<file path="src/rtl/demux_1x32_capture.sv">
// Purpose : steers a serial bit into one of K slots chosen by sel and assembles a K-bit word.
// Latency : out_valid rises 1 cycle after the accept that fills the last empty slot.
// Backpres: in_ready drops while a full word waits; the word is held until out_ready.
//
// Ports:
//   clk, rst         - clock and synchronous active-high reset
//   clear            - synchronous abort, discards the partial or held word
//   in_valid/in_ready, d, sel - upstream bit and its destination slot
//   out_word/out_valid/out_ready - assembled word and its handshake
//   fill_mask, fill_count - slots written since the last flush and their number
//   dup_err          - one-cycle pulse after an accept that rewrote a filled slot
module demux_1x32_capture #(
    parameter int K = 32
) (
    input  logic                   clk,
    input  logic                   rst,
    input  logic                   clear,
    input  logic                   in_valid,
    output logic                   in_ready,
    input  logic                   d,
    input  logic [$clog2(K)-1:0]   sel,
    output logic [K-1:0]           out_word,
    output logic                   out_valid,
    input  logic                   out_ready,
    output logic [K-1:0]           fill_mask,
    output logic [$clog2(K):0]     fill_count,
    output logic                   dup_err
);

    localparam int CW = $clog2(K) + 1;

    typedef enum logic {
        COLLECT = 1'b0,
        HOLD    = 1'b1
    } state_t;

    state_t          r_state;
    state_t          w_state_nxt;
    logic [K-1:0]    r_word;
    logic [K-1:0]    w_word_nxt;
    logic [K-1:0]    r_mask;
    logic [K-1:0]    w_mask_nxt;
    logic [CW-1:0]   r_count;
    logic [CW-1:0]   w_count_nxt;
    logic            r_dup;
    logic            w_dup_nxt;
    logic            w_accept;
    logic            w_hit;

    assign w_accept = in_valid && (r_state == COLLECT);
    assign w_hit    = r_mask[sel];

    always_comb begin
        w_state_nxt = r_state;
        w_word_nxt  = r_word;
        w_mask_nxt  = r_mask;
        w_count_nxt = r_count;
        w_dup_nxt   = 1'b0;

        if (clear) begin
            // Abort wins over any accept or handshake in the same cycle.
            w_state_nxt = COLLECT;
            w_word_nxt  = '0;
            w_mask_nxt  = '0;
            w_count_nxt = '0;
        end else begin
            case (r_state)
                COLLECT: begin
                    if (w_accept) begin
                        w_word_nxt[sel] = d;
                        w_mask_nxt[sel] = 1'b1;
                        if (w_hit) begin
                            // Rewrite of a filled slot: data updates, count does not.
                            w_dup_nxt = 1'b1;
                        end else begin
                            w_count_nxt = r_count + CW'(1);
                            // Enter HOLD on the same edge the last slot fills.
                            if (r_count == CW'(K - 1)) begin
                                w_state_nxt = HOLD;
                            end
                        end
                    end
                end
                HOLD: begin
                    if (out_ready) begin
                        w_state_nxt = COLLECT;
                        w_word_nxt  = '0;
                        w_mask_nxt  = '0;
                        w_count_nxt = '0;
                    end
                end
                default: begin
                    w_state_nxt = COLLECT;
                end
            endcase
        end
    end

    always_ff @(posedge clk) begin
        if (rst) begin
            r_state <= COLLECT;
            r_word  <= '0;
            r_mask  <= '0;
            r_count <= '0;
            r_dup   <= 1'b0;
        end else begin
            r_state <= w_state_nxt;
            r_word  <= w_word_nxt;
            r_mask  <= w_mask_nxt;
            r_count <= w_count_nxt;
            r_dup   <= w_dup_nxt;
        end
    end

    // Every output comes straight from a register or the state bit.
    assign in_ready   = (r_state == COLLECT);
    assign out_valid  = (r_state == HOLD);
    assign out_word   = r_word;
    assign fill_mask  = r_mask;
    assign fill_count = r_count;
    assign dup_err    = r_dup;

endmodule

</file>
<file path="config.mk">
export PLATFORM = sky130hd
export DESIGN_NAME = demux_1x32_capture
export DESIGN_NICKNAME = d
export VERILOG_FILES = /design/src/rtl/demux_1x32_capture.sv
export SDC_FILE = /design/constraint.sdc
export NUM_CORES = 1
export LEC_CHECK = 0
export CAP_MARGIN = 5
export CORE_MARGIN = 2
export CORE_UTILIZATION = 42
export DETAILED_ROUTE_END_ITERATION = 12
export HOLD_SLACK_MARGIN = 0.12
export PLACE_DENSITY = 0.72
export RECOVER_POWER = 25
export SLEW_MARGIN = 20
export SYNTH_ARGS = -nofsm -noshare
export SYNTH_HDL_FRONTEND = slang
export SYNTH_SLANG_ARGS = --single-unit
</file>
<file path="constraint.sdc">
create_clock -name clk -period 2.3 [get_ports clk]
set_input_delay 0.23 -clock clk [delete_from_list [all_inputs] [get_ports clk]]
set_output_delay 0.23 -clock clk [all_outputs]
set_load 0.05 [all_outputs]
</file>
======== Yosys cells after proc, flatten, opt, wreduce, memory -nomap -nowiden ========
Cells that the tools add are included.
storage, ports and cells
  register bits ........................... 72
  latch bits .............................. 0
  memory bits (writable) .................. 0
  bits in read-only memories .............. 0
  input bits .............................. 11
  output and inout bits ................... 73
  logic and storage cells ................. 41
  memories kept ........................... 0
cells by class
  $add $sub $neg .......................... 1
  multiply operators ...................... 0
  divide/modulo/power cells ............... 0
  magnitude comparators ................... 2
  eq/ne operators ......................... 4
  shift-type cells ........................ 0
  mux-type cells .......................... 20
  bitwise operators ....................... 3
  reduce and logical (&&, ||, !) cells .... 6
operator list
  cell                 count
  $pmux 32 s2          2
  $mux 32              3
  $bwmux 32            1
  $or 32x32->32        1
  $mux 6               3
  $pmux 6 s2           1
  $mux 1               7
  $add 6x1->6 const B  1
  $eq 6x5->1 const B   1
  $lt 5x6->1 const B   1
  $bmux 1 s5           1
  $demux 1 s5          1
  $ge 5x1->1 const B   1
  $ne 2x2->1 const B   2
  $reduce_or 4->1      1
  $reduce_and 3->1     1
  $logic_and 1x1->1    2
  $ne 2x1->1 const B   1
  $not 1->1            2
  $pmux 1 s2           1
  $reduce_and 2->1     1
  $reduce_or 2->1      1

======== Longest topological paths before layout ========
  depth after elaboration ................. 7
  gate-level depth with buffers ........... 9
  depth with buffers taken out ............ 6

======== Worst setup path after synthesis ========
Ideal clock, no wire load.
  kind .................................... flip-flop to flip-flop
  from .................................... reg r_mask[23], in the netlist fill_mask[23]
  to ...................................... reg r_count[2], in the netlist fill_count[2]
  setup time .............................. 0.079 ns
  arrival time ............................ 1.901 ns
  required time ........................... 2.221 ns
  slack ................................... 0.320 ns
  stages on the path, launching flop included .. 7
  buffers on the path ..................... 0
  clock period less this slack ............ 1.980 ns
  cell sequence ........................... dfxtp_1 > mux4_2 > nand3_1 > nand2_1 > nand4b_1 > or4b_1 > o211ai_1
on the way
  cells in the longest elaborated chain, start to end .. 4
RTL lines
  what                               line  text
  start, declared                    41    logic [K-1:0] r_mask;
  start signal, assigned             109   r_mask <= w_mask_nxt;
  $bmux 1 s5                         51    assign w_hit = r_mask[sel];
  $mux 1 (implied by the code)       51
  $ne 2x2->1 (no source line)        n/a
  $reduce_and 3->1 (no source line)  n/a
  end signal, assigned               110   r_count <= w_count_nxt;
  end, declared                      43    logic [CW-1:0] r_count;
Every way passes these cells. The select of a mux whose other input is x is not followed.
A chain may end at the register's enable or synchronous reset.

======== Worst setup path after layout ========
  from .................................... in sel[1]
  to ...................................... reg r_count[3], in the netlist fill_count[3]
on the way
  cells in the longest elaborated chain, start to end .. 4
RTL lines
  what                               line  text
  start, declared                    21    input logic [$clog2(K)-1:0] sel,
  $bmux 1 s5                         51
  $mux 1 (implied by the code)       51
  $ne 2x2->1 (no source line)        n/a
  $reduce_and 3->1 (no source line)  n/a
Every way passes these cells. The select of a mux whose other input is x is not followed.

==> flow_summary_export.csv <==
group,metric,value,unit
outcome,outcome,"completed",
placed_design,gp_congestion,0.890,
timing,min_period_over_period,93.6,%
detailed_routing,antenna_left,0,
detailed_routing,vias,3379,
detailed_routing,drt_first_pass_iters,5,
timing,max_freq,0.464,GHz
clock_network,postCtsSetupRepairBufs,0,
setup_path,critPathArrivalTime,2.43,ns
timing,setup_viol,0,
die,die_w,90.9,microns
die,core_area,7290,sq um
power_and_ir_drop,power.total,0.00262,W
setup_path,cp-start-kind,"input port",
clock_network,cts_max_path_buffers,2,
die,start_util,43.5,%
clock_network,insertion_delay,0.35,ns
yosys,avgSynthCellArea,8.32,sq um
power_and_ir_drop,clock_power_share,42.8,%
setup_path,path_max_fanout,15,
power_and_ir_drop,internal_power,0.00195,W
timing,grt_setup_unrepaired,"no",
setup_path,required,2.58,ns
power_and_ir_drop,ir_drop,0.000339,V
die,ioPinCount,84,
hold_path,hp-class,"register to register",
power_and_ir_drop,power.share.sequential,47.9,%
yosys,syn_area,3170,sq um
yosys,synth_common_cells,"dfxtp_1 (72), a21oi_1 (55), nor2_1 (41)",
detailed_routing,drtIter0Drc,140,
setup_path,endpoint_kind,"register",
die,die_area,8260,sq um
yosys,synth.distinct_cells,44,
detailed_routing,vias_per_cell,5.72,
clock_network,cts_tree,"built",
power_and_ir_drop,p_leak,1.57,nW
timing,slew_viol_final,0,
finish,antenna_cells,0,
die,rows,31,
grt,grt_max_degree,34,
die,chipHeight,90.9,microns
placed_design,hpwl,7150,microns
yosys,synth_flop_cell,"dfxtp_1",
finish,drive_gt1_share,12.6,%
yosys,synth-edff-count,0,
clock_network,cts-root-buf,"clkbuf_8",
grt,overflow,0,
yosys,synth_area_leaders,"dfxtp_1 (45%), a21oi_1 (8.7%), o211ai_1 (6.4%), nand3_1 (5.2%), nor2_1 (4.9%)",
timing,hold_viol_final,0,
yosys,synthArstFlopShare,0,%
yosys,synthCells,381,
yosys,synth_most_common_cell,"dfxtp_1",
clock_network,ctsHoldBuffers,0,
finish,fillCellCount,687,
clock_network,cts_sinks,72,
clock_network,cts_resized,0,
detailed_routing,wl,9980,microns
grt,grt_pass1_vias,3089,
yosys,synth_fp_nets,393,
finish,syn_to_final_growth,43.4,%
power_and_ir_drop,power_switching,0.000665,W
grt,grtUsageTotal,24.4,%
yosys,ys_ff_latch,72,
finish,nets,499,
yosys,synth_area_leader_cell,"dfxtp_1",
detailed_routing,wl_per_cell,16.9,microns
grt,grt_pass1_wl,16000,microns
yosys,ys_seq_area_share,45.5,%
power_and_ir_drop,netSwitchingFraction,25.4,%
timing,fin_skew,0.00902,ns
run,cap_violations,0,
timing,tightest_slew,0.651,ns
detailed_routing,drc,0,
timing,min_period,2.15,ns
power_and_ir_drop,p_comb_share,9.3,%
setup_path,critPathKind,"input port to register",
finish,post-route-util,62.3,%
timing,slew-limit-headroom,56.6,%
power_and_ir_drop,powerDensity,576,nW/um^2
clock_network,clk_pin_slew,0.08,ns
grt,antenna_found_initial,0,
yosys,synth_top_area_share,45.5,%
placed_design,port_buffers,83,
clock_network,cts_buffers,9,
yosys,yosys_warnings,0,
clock_network,cts.htree.levels,3,
[worst max-delay path, stage by stage]
cell,delay (ns)
clkdlybuf4s50_1,0.50
buf_12,0.16
mux4_2,0.49
nand3_1,0.09
nand2_1,0.05
nand4b_1,0.21
buf_4,0.20
or3_1,0.34
a21oi_1,0.14
[power by group through the flow]
stage / sequential (W) / combinational [W] / clock (W)
after floorplan: 0.00130 / 0.000113 / 0
after global placement: 0.00128 / 0.000239 / 0
after detailed placement: 0.00128 / 0.000241 / 0
after CTS: 0.00126 / 0.000242 / 0.00113
after global routing: 0.00126 / 0.000259 / 0.00119
final: 0.00126 / 0.000243 / 0.00112
[stage by stage]
step	cells	instance area, sq um	setup TNS, ns	worst slack, ns	hold slack [ns]
floorplan	381	3170	0	0.320	0.412
global placement	575	4330	-0.967	-0.182	0.455
finish	591	4550	0	0.147	0.465
detailed placement	575	4330	-1.21	-0.223	0.461
global route	591	4550	0	0.0418	0.492
CTS	591	4550	0	0.154	0.472
[path summary, 6_finish.rpt]
kind / slack (ns) / start / end / cells after the start
setup reg to reg: 0.28 / out_valid$_SDFF_PP0_ / out_word[9]$_SDFFE_PP0P_ / 7
hold reg to reg: 0.47 / out_word[9]$_SDFFE_PP0P_ / out_word[9]$_SDFFE_PP0P_ / 2
hold / removal: 0.47 / out_word[9]$_SDFFE_PP0P_ / out_word[9]$_SDFFE_PP0P_ / 2
setup / recovery: 0.15 / sel[1] / fill_count[3]$_SDFFE_PP0P_ / 9
[area by class of cell]
cell class / count / area [sq um] / share of cell area (%)
Sequential cell: 72 / 1440 / 31.7
Tap cell: 99 / 124 / 2.73
Multi-Input combinational cell: 277 / 1590 / 35.0
Clock inverter: 7 / 96.3 / 2.12
Clock buffer: 9 / 124 / 2.73
Inverter: 2 / 7.51 / 0.165
Timing Repair Buffer: 125 / 1160 / 25.6
[sequential cells by signal, indices dropped and copies added (netlist names)]
register    count
fill_count      6
out_word       32
dup_err         1
out_valid       1
fill_mask      32
[routing by layer]
| metal | GRT usage (%) | routed length [microns] |
|---|---|---|
| met1 | 31.8 | 4380 |
| met2 | 38.4 | 4620 |
| met3 | 5.68 | 728 |
| met4 | 11.1 | 252 |
| met5 | 0 | 0 |
[layout by cell type, fill, tap and decap left out, types with 3 or more instances in the layout]
cell type,netlist,final
nor3_1,8,8
dlygate4sd3_1,0,6
o21ai_0,6,6
clkbuf_8,0,9
buf_4,0,36
a21oi_1,55,55
clkinv_4,0,3
nand2b_1,4,4
o211ai_1,27,27
or3_1,4,4
dfxtp_1,72,72
clkdlybuf4s50_1,0,77
a32oi_1,3,3
o21ai_1,4,4
nand4_1,4,4
and2_1,3,3
nor2b_1,5,5
nor3b_1,3,3
nand2_1,35,35
mux2i_1,8,8
mux2_1,3,3
nand3_1,33,33
nor2_1,41,41
[kinds of logic after synthesis]
logic type	count (synthesis)	share of synthesized area [%]
simple gates	154	23.6
compound gates	108	20.8
flops	72	45.5
buf+inv	32	4.38
mux	14	5.37
fa+ha+maj	1	0.395
Power figures use the tool's default switching activity.
